**config.mk**
```make
export PLATFORM = sky130hd
export DESIGN_NAME = shift_seq_flat
export DESIGN_NICKNAME = d
export VERILOG_FILES = /design/src/rtl/shift_seq_pkg.sv /design/src/rtl/shift_seq_if.sv /design/src/rtl/shift_seq.sv /design/src/flat_wrapper.sv
export SDC_FILE = /design/constraint.sdc
export NUM_CORES = 1
export LEC_CHECK = 0
export ABC_AREA = 1
export CAP_MARGIN = 30
export CELL_PAD_IN_SITES_DETAIL_PLACEMENT = 1
export CELL_PAD_IN_SITES_GLOBAL_PLACEMENT = 1
export CORE_ASPECT_RATIO = 0.5
export CORE_MARGIN = 1.5
export CORE_UTILIZATION = 30
export CTS_BUF_LIST = sky130_fd_sc_hd__clkbuf_8
export DETAILED_ROUTE_END_ITERATION = 10
export PLACE_DENSITY = 0.77
export SLEW_MARGIN = 10
export SYNTH_ARGS = -nofsm -noshare
export SYNTH_HDL_FRONTEND = slang
export SYNTH_SLANG_ARGS = --single-unit
```
**constraint.sdc**
```tcl
create_clock -name clk -period 4.9 [get_ports clk]
set_input_delay 1.47 -clock clk [delete_from_list [all_inputs] [get_ports clk]]
set_output_delay 1.47 -clock clk [all_outputs]
set_load 0.01 [all_outputs]
```
**src/rtl/shift_seq_pkg.sv**
```systemverilog
// Shared types and constants for the multi-position rotate sequencer.
package shift_seq_pkg;

  typedef enum logic [1:0] {
    IDLE  = 2'd0,
    LOAD  = 2'd1,
    SHIFT = 2'd2,
    DONE  = 2'd3
  } state_t;

  localparam logic DIR_L = 1'b0;
  localparam logic DIR_R = 1'b1;

  localparam int DEF_WIDTH = 8;
  localparam int DEF_CNT_W = 3;

endpackage

```
**src/rtl/shift_seq_if.sv**
```systemverilog
// Bundle of the controller request/response signals and the shift-unit drive/return lines.
interface shift_seq_if
  import shift_seq_pkg::*;
#(
  parameter int WIDTH = DEF_WIDTH,
  parameter int CNT_W = DEF_CNT_W
) ();

  logic             start;
  logic             dir;
  logic [CNT_W-1:0] count;
  logic [WIDTH-1:0] din;
  logic             busy;
  logic             done;
  logic [WIDTH-1:0] q;
  logic             cf;

  // Sequencer side of the combinational shift unit.
  logic [WIDTH-1:0] a;
  logic             fbus;
  logic             flbus;
  logic             frbus;
  logic [WIDTH-1:0] w;
  logic             cf_in;

  modport master (
    output start, dir, count, din,
    input  busy, done, q, cf
  );

  modport slave (
    input  start, dir, count, din, w, cf_in,
    output busy, done, q, cf, a, fbus, flbus, frbus
  );

endinterface

```
**src/rtl/shift_seq.sv**
```systemverilog
// Rotate sequencer: walks an operand through the one-bit shift unit count times and
// returns the result and last carry with a done pulse.
module shift_seq
  import shift_seq_pkg::*;
#(
  parameter int WIDTH = DEF_WIDTH,
  parameter int CNT_W = DEF_CNT_W
) (
  input logic        clk,
  input logic        rst,
  shift_seq_if.slave bus
);

  state_t           state_reg, state_next;
  logic [WIDTH-1:0] work_reg;
  logic             dir_reg;
  logic [CNT_W-1:0] rem_reg;
  logic [WIDTH-1:0] q_reg;
  logic             cf_reg;
  logic             enter_done;

  assign enter_done = (state_next == DONE) && (state_reg != DONE);

  always_ff @(posedge clk or posedge rst) begin
    if (rst) begin
      state_reg <= IDLE;
      work_reg  <= '0;
      dir_reg   <= DIR_L;
      rem_reg   <= '0;
      q_reg     <= '0;
      cf_reg    <= 1'b0;
    end else begin
      state_reg <= state_next;
      case (state_reg)
        IDLE: begin
          if (bus.start) begin
            work_reg <= bus.din;
            dir_reg  <= bus.dir;
            rem_reg  <= bus.count;
            cf_reg   <= 1'b0;
          end
        end
        LOAD: begin
          work_reg <= bus.w;
        end
        SHIFT: begin
          work_reg <= bus.w;
          cf_reg   <= bus.cf_in;
          rem_reg  <= rem_reg - CNT_W'(1);
        end
        default: ;
      endcase
      // The result is whatever the shift unit returns on the edge that enters DONE.
      if (enter_done) begin
        q_reg <= bus.w;
      end
    end
  end

  always_comb begin
    state_next = state_reg;
    bus.fbus   = 1'b0;
    bus.flbus  = 1'b0;
    bus.frbus  = 1'b0;
    bus.done   = 1'b0;
    case (state_reg)
      IDLE: begin
        if (bus.start) state_next = LOAD;
      end
      LOAD: begin
        bus.fbus   = 1'b1;
        state_next = (rem_reg == '0) ? DONE : SHIFT;
      end
      SHIFT: begin
        bus.flbus = (dir_reg == DIR_L);
        bus.frbus = (dir_reg == DIR_R);
        if (rem_reg == CNT_W'(1)) state_next = DONE;
      end
      DONE: begin
        bus.done   = 1'b1;
        state_next = IDLE;
      end
      default: state_next = IDLE;
    endcase
  end

  assign bus.a    = work_reg;
  assign bus.busy = (state_reg != IDLE);
  assign bus.q    = q_reg;
  assign bus.cf   = cf_reg;

endmodule
```
**src/flat_wrapper.sv**
```systemverilog
// flat-port wrapper written by rule: the top's interface ports become plain ports
module shift_seq_flat import shift_seq_pkg::*;
#(
  parameter int WIDTH = DEF_WIDTH,
  parameter int CNT_W = DEF_CNT_W
)
  (clk, rst, bus_start, bus_dir, bus_count, bus_din, bus_w, bus_cf_in, bus_busy, bus_done, bus_q, bus_cf, bus_a, bus_fbus, bus_flbus, bus_frbus);
  shift_seq_if #(.WIDTH(WIDTH), .CNT_W(CNT_W)) bus_i ();
  input logic clk;
  input logic rst;
  input wire logic [$bits(bus_i.start)-1:0] bus_start;
  input wire logic [$bits(bus_i.dir)-1:0] bus_dir;
  input wire logic [$bits(bus_i.count)-1:0] bus_count;
  input wire logic [$bits(bus_i.din)-1:0] bus_din;
  input wire logic [$bits(bus_i.w)-1:0] bus_w;
  input wire logic [$bits(bus_i.cf_in)-1:0] bus_cf_in;
  output wire logic [$bits(bus_i.busy)-1:0] bus_busy;
  output wire logic [$bits(bus_i.done)-1:0] bus_done;
  output wire logic [$bits(bus_i.q)-1:0] bus_q;
  output wire logic [$bits(bus_i.cf)-1:0] bus_cf;
  output wire logic [$bits(bus_i.a)-1:0] bus_a;
  output wire logic [$bits(bus_i.fbus)-1:0] bus_fbus;
  output wire logic [$bits(bus_i.flbus)-1:0] bus_flbus;
  output wire logic [$bits(bus_i.frbus)-1:0] bus_frbus;
  assign bus_i.start = bus_start;
  assign bus_i.dir = bus_dir;
  assign bus_i.count = bus_count;
  assign bus_i.din = bus_din;
  assign bus_i.w = bus_w;
  assign bus_i.cf_in = bus_cf_in;
  assign bus_busy = bus_i.busy;
  assign bus_done = bus_i.done;
  assign bus_q = bus_i.q;
  assign bus_cf = bus_i.cf;
  assign bus_a = bus_i.a;
  assign bus_fbus = bus_i.fbus;
  assign bus_flbus = bus_i.flbus;
  assign bus_frbus = bus_i.frbus;
  shift_seq #(.WIDTH(WIDTH), .CNT_W(CNT_W)) u_core (.clk(clk), .rst(rst), .bus(bus_i));
endmodule
```
After elaboration in Yosys (flattened, before gate mapping)
Index checks and enable logic that the tools add are counted.
{ "op_classes": {"add_sub_neg": 1, "eq_ne": 7, "muxes": 14, "bitwise": 1, "n_reduce_logical": 10} }
{ "ops": {"columns": ["cell", "count"], "rows": [
  ["case mux 8 bit (2 select lines)", 1],
  ["2-to-1 mux 8 bit", 1],
  ["case mux 2 bit (4 select lines)", 1],
  ["== test 2 bit, second input constant", 3],
  ["2-to-1 mux 1 bit", 6],
  ["case mux 3 bit (2 select lines)", 1],
  ["AND reduction 2 bit", 3],
  ["nonzero test 2 bit", 3],
  ["2-to-1 mux 2 bit", 2],
  ["!= test 2 bit, second input constant", 2],
  ["== test 3 x 1 -> 1 bit, second input constant", 1],
  ["zero test 3 bit", 1],
  ["2-to-1 mux 3 bit", 1],
  ["subtractor 3 x 1 -> 3 bit, second input constant", 1],
  ["== test 2 x 1 -> 1 bit, second input constant", 1],
  ["zero test 2 bit", 1],
  ["case mux 1 bit (2 select lines)", 1],
  ["OR reduction 2 bit", 1],
  ["logical AND 1 bit", 1],
  ["NOT 1 bit", 1]
]} }
{ "word_totals": {"ff_bits": 23, "in_bits": 24, "output_inout_bits": 22, "wordCells": 39} }

Depth between registers and ports, before layout
Gate-level depths: netlist (run 1).
{ "logic_depth": {"ltp_word": 5, "mapped_depth": 9, "ltp_nobuf": 9} }

Worst setup path before layout (run 1)
OpenSTA, ideal clock, no wires.
{ "synth_path": {"path_type": "register to output", "startpoint": "register u_core.state_reg[0]", "endpoint": "output bus_flbus", "arrival_time_ps": 990, "path_slack_ps": 2440, "stages_incl_launch_ff": 5, "path_buffers": 0, "path_cell_list": "dfrtp_1 > inv_1 > ha_1 > inv_2 > nor2_1"} }
{ "synth_via": {"elab_chain_cells": 2} }
{ "synth_rtl": {"columns": ["item", "line", "text"], "rows": [
  ["start, declared", "shift_seq.sv:14", "state_t state_reg, state_next;"],
  ["start signal, assigned", "shift_seq.sv:33", "state_reg <= state_next;"],
  ["== test 2 bit", "shift_seq.sv:66", "case (state_reg)"],
  ["2-to-1 mux 1 bit", "shift_seq.sv:66", null],
  ["end, declared", "flat_wrapper.sv:23", "output wire logic [$bits(bus_i.flbus)-1:0] bus_flbus;"]
]} }
Every way passes these cells.

Final worst setup path (run 1)
Ends and elaborated chain as after synthesis.

==> results.json, run 1 <==
{
  "status": "finished clean",
  "synth_area_leaders": "dfrtp_1 50%, nand2_1 13%, ha_1 7.6%, nand3_1 4.3%, nor2_1 3.9%",
  "syn_avg_cell_area_um2": 8.85,
  "clk_pin_slew_ns": 0.08,
  "synth_area_um2": 1160,
  "worstHoldStart": "u_core.bus.q[0]",
  "cts-resized-gates": 0,
  "wire_per_inst_um": 12.7,
  "grt_usage": 0.146,
  "placed_cells": 225,
  "nNetsFinal": 211,
  "yosys.area.top_type": "dfrtp_1",
  "ys_warn_count": 0,
  "synthTopCellsByCount": "40 x nand2_1, 23 x dfrtp_1, 12 x nor2_1",
  "cts_buffers": 3,
  "powerDensity_nw_per_um2": 692,
  "crit_arrival_ns": 1.88,
  "grt_max_degree": 24,
  "drtIter0Drc": 23,
  "synthArstFlopShare": 1.00,
  "grt_pass1_wl_um": 4790,
  "yosysSeqAreaShare": 0.496,
  "tightest_slew_ns": 0.642,
  "post_cts_buffers": 0,
  "fin_area_um2": 1730,
  "cts_max_level": 1,
  "dpl_cell_area_um2": 1650,
  "postCtsHoldBufs": 0,
  "required_ns": 3.43,
  "final_util": 0.484,
  "via_count": 1036,
  "post-route-min-period_ns": 3.35,
  "syn_inst": 131,
  "cpPeakStageDelay_ns": 0.54,
  "dpl.hpwl_um": 2270,
  "hold_depth": 2,
  "crit_type": "reg -> out",
  "worst-r2r-cell-count": 6,
  "slew_headroom": 0.572,
  "start_util": 0.325,
  "gp_congestion": 0.723,
  "rsz0062_at_grt": "no",
  "ir_drop_mv": 0.222,
  "worstReg2RegStart": "u_core.state_reg[0]",
  "synth.top_cell.area_share": 0.496,
  "endpoint_kind": "output port",
  "synth_seq_cells": 23,
  "cp_max_fo": 7,
  "cp-start-kind": "flop",
  "die_w_um": 90.9,
  "cp_top_family": "buffers and inverters",
  "cts_tree": "done",
  "slew_viol_final": 0,
  "path_depth": 5,
  "wirelength_um": 2920,
  "portBuffers": 45,
  "startpoint": "u_core.state_reg[0]",
  "yosysMostFrequentCell": "nand2_1",
  "timing.fmax_mhz": 299,
  "finClkSkew_ns": 0.00187,
  "clock_sinks": 23,
  "cts_root_buf": "clkbuf_8",
  "grt_pass1_vias": 1083,
  "synth_edf_count": 0,
  "die_area_um2": 4270,
  "synth_nets": 162,
  "critPathSlowestCell": "clkdlybuf4s50_1",
  "clock_path_buffers": 2,
  "cp_num_buf_inv": 3,
  "insertion_delay_ns": 0.27,
  "drc": 0,
  "yosys.cell_types.count": 20,
  "layout.cells.non_filler": 230,
  "io_pins": 46,
  "vias_per_cell": 4.50,
  "setup_viol": 0,
  "row_count": 15,
  "hp-class": "reg -> reg",
  "period_share": 0.683,
  "hold_violations": 0,
  "syn_to_final_growth_pct": 48.8,
  "crit_path_cell_trace": "inv_1, ha_1, inv_2, nor2_1, clkdlybuf4s50_1",
  "gr-total-overflow": 0,
  "final_antenna_net_count": 0,
  "drive_gt1_frac": 0.0894,
  "maxCapViolations": 0,
  "final.setup.tns_ns": 0,
  "antennaDiodeCount": 0,
  "drt-pass1-iter-count": 4,
  "die_h_um": 47.0,
  "p_leak_nw": 0.788,
  "core_area_um2": 3570,
  "ys.flop_type": "dfrtp_1",
  "antenna_found_initial": 0
}
stage by stage:
step | setup WS (ns) | power, W | hold slack [ns]
after global placement | 1.92 | 0.00106 | 0.459
after global routing | 1.41 | 0.00131 | 0.513
after detailed placement | 1.84 | 0.00108 | 0.459
after floorplan | 2.44 | 0.000815 | 0.503
after CTS | 1.53 | 0.00121 | 0.481
final | 1.55 | 0.00119 | 0.474
final timing paths:
path                       slack [ns]           endpoint
setup / recovery                 1.55          bus_flbus
hold / removal                   0.47    u_core.bus.q[0]
setup reg to reg                 2.89    u_core.bus.a[7]
hold reg to reg                  0.47    u_core.bus.q[0]
max in group asynchronous        3.05    u_core.bus.q[3]
min in group asynchronous        1.45  u_core.rem_reg[1]
worst reg2reg max path, cell delays in order (launching register included):
cell and delay [ns]:
dfrtp_1 0.41, inv_1 0.10, ha_1 0.50, inv_4 0.12, o21ai_2 0.54, nor2_1 0.11
a31oi_2 0.15
cells by family (layout without fill, tap and decap cells):
kind of cell             after synthesis  in the layout  share of synthesized area
flip-flops                            23             23                      0.496
adder cells (fa/ha/maj)                7              7                     0.0755
AND/OR/NAND/NOR                       66             66                      0.243
AO/OA/AOI/OAI                         19             19                      0.112
buffers and inverters                 15             63                     0.0636
multiplexers                           1              1                    0.00971
power by group:
| group | switching [W] | internal (W) | total, W |
|---|---|---|---|
| clock network | 0.0000623 | 0.0000569 | 0.000119 |
| logic | 0.000404 | 0.000322 | 0.000726 |
| registers | 0.0000558 | 0.000293 | 0.000348 |
| total | 0.000522 | 0.000671 | 0.00119 |
final cells by class:
cell class              count  area (um^2)
fillers                   419         1840
flip-flops and latches     23          576
multi-input cells          93          510
repair buffers             46          478
well taps                  51         63.8
inverters                  13         51.3
clock buffers               3         41.3
clock inverters             1         5.00
layer usage:
metal  up-vias  GRT usage  share of wire
met5         -          0              0
met4         0     0.0375         0.0072
met2        16      0.285           0.50
li1        519          -              -
met1       499      0.167           0.46
met3         2     0.0405          0.030
cell usage in the layout (no fill, tap or decap):
cell,count
clkdlybuf4s50_1,45
nand2_1,40
dfrtp_1,23
nor2_1,12
inv_1,11
nand3_1,10
ha_1,7
a31oi_1,6
o21ai_0,5
clkbuf_8,3
nand2_2,2
o21ai_2,2
a31oi_2,2
o21ai_1,2
inv_2,1
inv_4,1
o211ai_1,1
nand3_4,1
nor2_2,1
mux2_2,1
a22oi_1,1
clkinv_2,1
buf_16,1
No activity file was read; power rests on OpenSTA's default activity.
==> run 2, diff against run 1 <==
Settings changed: CORE_UTILIZATION 30 to 29, PLACE_DENSITY 0.77 to 0.78.
Clock period 4.9 ns to 2.8 ns, I/O delays scaled along.
==> results.json, run 2 (same netlist as run 1, synthesis figures left out) <==
{
  "grt_usage": 0.147,
  "min_to": "u_core.bus.q[6]",
  "gr-total-overflow": 0,
  "gp_congestion": 0.694,
  "rsz0062_at_grt": "no",
  "vias_per_cell": 4.51,
  "io_pins": 46,
  "post-route-min-period_ns": 2.62,
  "status": "finished clean",
  "row_count": 15,
  "via_count": 1037,
  "p_int_w": 0.00117,
  "hold_violations": 0,
  "cts_buffers": 3,
  "hp-class": "reg -> reg",
  "pwr-share-clk": 0.102,
  "grt_pass1_wl_um": 4830,
  "wirelength_um": 2990,
  "worstHoldStart": "u_core.bus.q[6]",
  "final_antenna_net_count": 0,
  "drc": 0,
  "wire_per_inst_um": 13.0,
  "maxCapViolations": 0,
  "endpoint_kind": "output port",
  "tightest_slew_ns": 0.618,
  "setup_viol": 0,
  "worst-r2r-cell-count": 6,
  "setup_ws_ns": 0.178,
  "required_ns": 1.96,
  "antennaDiodeCount": 0,
  "cts_root_buf": "clkbuf_8",
  "switchingPower_w": 0.000931,
  "powerDensity_nw_per_um2": 1230,
  "final_common_cell": "clkdlybuf4s50_1",
  "grt_pass1_vias": 1059,
  "dpl.hpwl_um": 2300,
  "reg2reg_slack_ns": 0.76,
  "cp_max_fo": 7,
  "die_area_um2": 4410,
  "ir_drop_mv": 0.409,
  "finClkSkew_ns": 0.00317,
  "core_area_um2": 3620,
  "syn_to_final_growth_pct": 47.2,
  "post_cts_buffers": 0,
  "cp-start-kind": "flop",
  "timing.fmax_mhz": 381,
  "slew_headroom": 0.588,
  "hold_depth": 2,
  "multi_input_comb_area_um2": 513,
  "start_util": 0.320,
  "cts_tree": "done",
  "nNetsFinal": 211,
  "netSwitchingFraction": 0.442,
  "die_h_um": 47.7,
  "final_cell_mix": "45 x clkdlybuf4s50_1, 40 x nand2_1, 23 x dfrtp_1",
  "grt_max_degree": 24,
  "drtIter0Drc": 25,
  "worstReg2RegStart": "u_core.state_reg[0]",
  "slew_viol_final": 0,
  "drt-pass1-iter-count": 2,
  "cts_max_level": 1,
  "portBuffers": 45,
  "antenna_found_initial": 0,
  "dp_worst_setup_slack_ns": 0.398,
  "clk_pin_slew_ns": 0.09,
  "p_leak_nw": 0.779,
  "insertion_delay_ns": 0.27,
  "crit_arrival_ns": 1.78,
  "whs_ns": 0.473,
  "clock_path_buffers": 2,
  "r2r_end": "u_core.bus.a[7]",
  "final.setup.tns_ns": 0,
  "final_util": 0.472,
  "fill_cells": 422,
  "clock_sinks": 23,
  "pwr-share-comb": 0.608,
  "regArea_um2": 576,
  "crit_type": "reg -> out",
  "die_w_um": 92.4,
  "drive_gt1_frac": 0.0950,
  "period_share": 0.936,
  "pwr-share-seq": 0.290
}
## run 2: metal layers
layer | global-route usage | routed length [um] | part of all wire
met2 | 0.288 | 1530 | 0.51
met5 | 0 | 0 | 0
met1 | 0.173 | 1340 | 0.45
met4 | 0.0185 | 21 | 0.0070
met3 | 0.0397 | 99 | 0.033
## run 2: per-stage QoR
step	instance area (um^2)	std cells	power [W]
3_3_place_gp	1660	226	0.00186
5_1_grt	1710	230	0.00230
2_1_floorplan	1160	131	0.00143
6_report	1710	230	0.00210
4_1_cts	1710	230	0.00214
3_5_place_dp	1660	226	0.00190
## run 2: worst max-delay path, stage by stage (launching register included)
cell and delay (ns):
dfrtp_1 0.43, inv_1 0.12, ha_2 0.26, inv_2 0.09
nor2_1 0.09, clkdlybuf4s50_1 0.53
## run 2: cell type report
type	count	share of cell area
inverters	13	0.0300
clock inverters	1	0.00293
multi-input cells	93	0.300
clock buffers	3	0.0242
well taps	51	0.0374
flip-flops and latches	23	0.337
repair buffers	46	0.268
## run 2: worst max path at each step
stage,start,to,slack [ns],cells past startpoint
CTS,u_core.state_reg[0],bus_flbus,0.09,5
finish,u_core.state_reg[0],bus_flbus,0.18,5
global placement,u_core.state_reg[0],bus_flbus,0.43,5
detailed placement,u_core.state_reg[0],bus_flbus,0.40,5
global route,u_core.state_reg[0],bus_flbus,0.05,5
floorplan,u_core.state_reg[0],bus_flbus,0.97,4
## run 2: power groups by stage
stage	Sequential (W)	Clock, W	Combinational (W)
2_1_floorplan	0.000660	0	0.000766
3_3_place_gp	0.000612	0	0.00125
3_5_place_dp	0.000617	0	0.00128
4_1_cts	0.000614	0.000221	0.00130
5_1_grt	0.000633	0.000234	0.00143
6_report	0.000610	0.000214	0.00128
## run 2: timing repair
action / 4_1_cts / 5_1_grt
resized for setup: 0 / 1
endpoints found under the setup margin: 0 / 1
hold endpoints to repair: 0 / 0
hold buffers: 0 / 0
==> run 3, diff against run 2 <==
Settings changed: CORE_ASPECT_RATIO 0.5 to 1.5, CORE_MARGIN 1.5 to default.
==> results.json, run 3 (same netlist as run 1, synthesis figures left out) <==
{
  "status": "finished clean",
  "dpl.hpwl_um": 2400,
  "drtIter0Drc": 6,
  "final_common_cell": "clkdlybuf4s50_1",
  "die_w_um": 53.6,
  "hold_depth": 2,
  "slew_headroom": 0.552,
  "setup_viol": 0,
  "hold_violations": 0,
  "endpoint_kind": "output port",
  "nNetsFinal": 211,
  "grt_max_degree": 24,
  "start_util": 0.309,
  "regArea_um2": 576,
  "die_area_um2": 4260,
  "grt_pass1_wl_um": 5090,
  "setup_ws_ns": 0.193,
  "ir_drop_mv": 0.599,
  "dpl_cell_area_um2": 1650,
  "drc": 0,
  "antennaDiodeCount": 0,
  "gp_congestion": 0.796,
  "r2r_end": "u_core.bus.a[0]",
  "die_h_um": 79.5,
  "final.setup.tns_ns": 0,
  "powerDensity_nw_per_um2": 1250,
  "final_antenna_net_count": 0,
  "grt_pass1_vias": 1145,
  "hp-class": "reg -> reg",
  "cts_buffers": 3,
  "reg2reg_slack_ns": 0.69,
  "finClkSkew_ns": 0.00317,
  "cts_root_buf": "clkbuf_8",
  "vias_per_cell": 4.88,
  "postCtsHoldBufs": 0,
  "required_ns": 1.96,
  "core_area_um2": 3750,
  "slew_viol_final": 0,
  "timing.fmax_mhz": 384,
  "io_pins": 46,
  "grt_usage": 0.161,
  "cts_tree": "done",
  "multi_input_comb_area_um2": 523,
  "crit_arrival_ns": 1.77,
  "p_leak_nw": 0.782,
  "drt-pass1-iter-count": 4,
  "antenna_found_initial": 0,
  "worstHoldStart": "u_core.bus.q[4]",
  "fin_area_um2": 1710,
  "period_share": 0.931,
  "worst-r2r-cell-count": 6,
  "wirelength_um": 3010,
  "clk_pin_slew_ns": 0.08,
  "worstReg2RegStart": "u_core.state_reg[0]",
  "clock_path_buffers": 2,
  "post-route-min-period_ns": 2.61,
  "drive_gt1_frac": 0.0894,
  "tightest_slew_ns": 0.672,
  "fill_cells": 450,
  "syn_to_final_growth_pct": 47.1,
  "cp-start-kind": "flop",
  "wl_met2_um": 1490,
  "via_count": 1084,
  "top_layer_used": "met4",
  "portBuffers": 45,
  "cp_max_fo": 7,
  "crit_type": "reg -> out",
  "dp_worst_setup_slack_ns": 0.306,
  "maxCapViolations": 0,
  "final_cell_mix": "45 x clkdlybuf4s50_1, 40 x nand2_1, 23 x dfrtp_1",
  "min_to": "u_core.bus.q[4]",
  "dr_wl_met3_um": 165,
  "rsz0062_at_grt": "no",
  "gr-total-overflow": 0,
  "cts_max_level": 1,
  "clock_sinks": 23,
  "row_count": 27,
  "insertion_delay_ns": 0.26,
  "wire_per_inst_um": 13.6,
  "m1WireLength_um": 1320
}
-- run 3: cell count changes in the layout (fill, tap and decap cells not counted), sizes merged --
cell | before | now
inv | 13 | 14
clkinv | 1 | 0
-- run 3: layer usage --
layer | vias to the layer above | track usage
li1 | 518 | -
met1 | 522 | 0.196
met2 | 40 | 0.281
met3 | 4 | 0.0229
met4 | 0 | 0.0500
met5 | - | 0
-- run 3: through the flow --
stage                     instances  hold WS [ns]  power [W]  utilization
after floorplan                 131         0.503    0.00143            -
after CTS                       222         0.488    0.00214        0.452
final                           222         0.482    0.00212        0.455
after detailed placement        218         0.464    0.00193        0.440
after global placement          218         0.460    0.00188        0.440
after global routing            222         0.520    0.00232        0.455
-- run 3: worst max-delay path: stages (launching register included) --
cell and delay (ns):
dfrtp_1 0.43, inv_1 0.16, ha_4 0.21, inv_2 0.08, nor2_1 0.10, clkdlybuf4s50_1 0.54
-- run 3: how the worst max path moves through the flow --
stage	cells past startpoint	slack (ns)	start	to
detailed placement	5	0.31	u_core.state_reg[0]	bus_flbus
floorplan	4	0.97	u_core.state_reg[0]	bus_flbus
global placement	5	0.46	u_core.state_reg[0]	bus_flbus
CTS	5	0.01	u_core.state_reg[0]	bus_flbus
finish	5	0.19	u_core.state_reg[0]	bus_flbus
global route	5	0.08	u_core.state_reg[0]	bus_flbus
-- run 3: what timing repair did --
item,4_1_cts,5_1_grt
gates resized for setup,0,2
endpoints found under the setup margin,0,1
buffers inserted,0,0
-- run 3: area by class of cell --
type / count / share of cell area
multi-input combinational: 93 / 0.306
sequential: 23 / 0.337
timing repair buffer: 46 / 0.268
tap: 43 / 0.0315
clock inverter: 1 / 0.00220
clock buffer: 3 / 0.0242
inverter: 13 / 0.0301
-- run 3: power breakdown --
part | leakage, nW | switching (W) | internal, W
Sequential | 0.273 | 0.000105 | 0.000512
Combinational | 0.482 | 0.000733 | 0.000571
Clock | 0.0269 | 0.000107 | 0.0000980
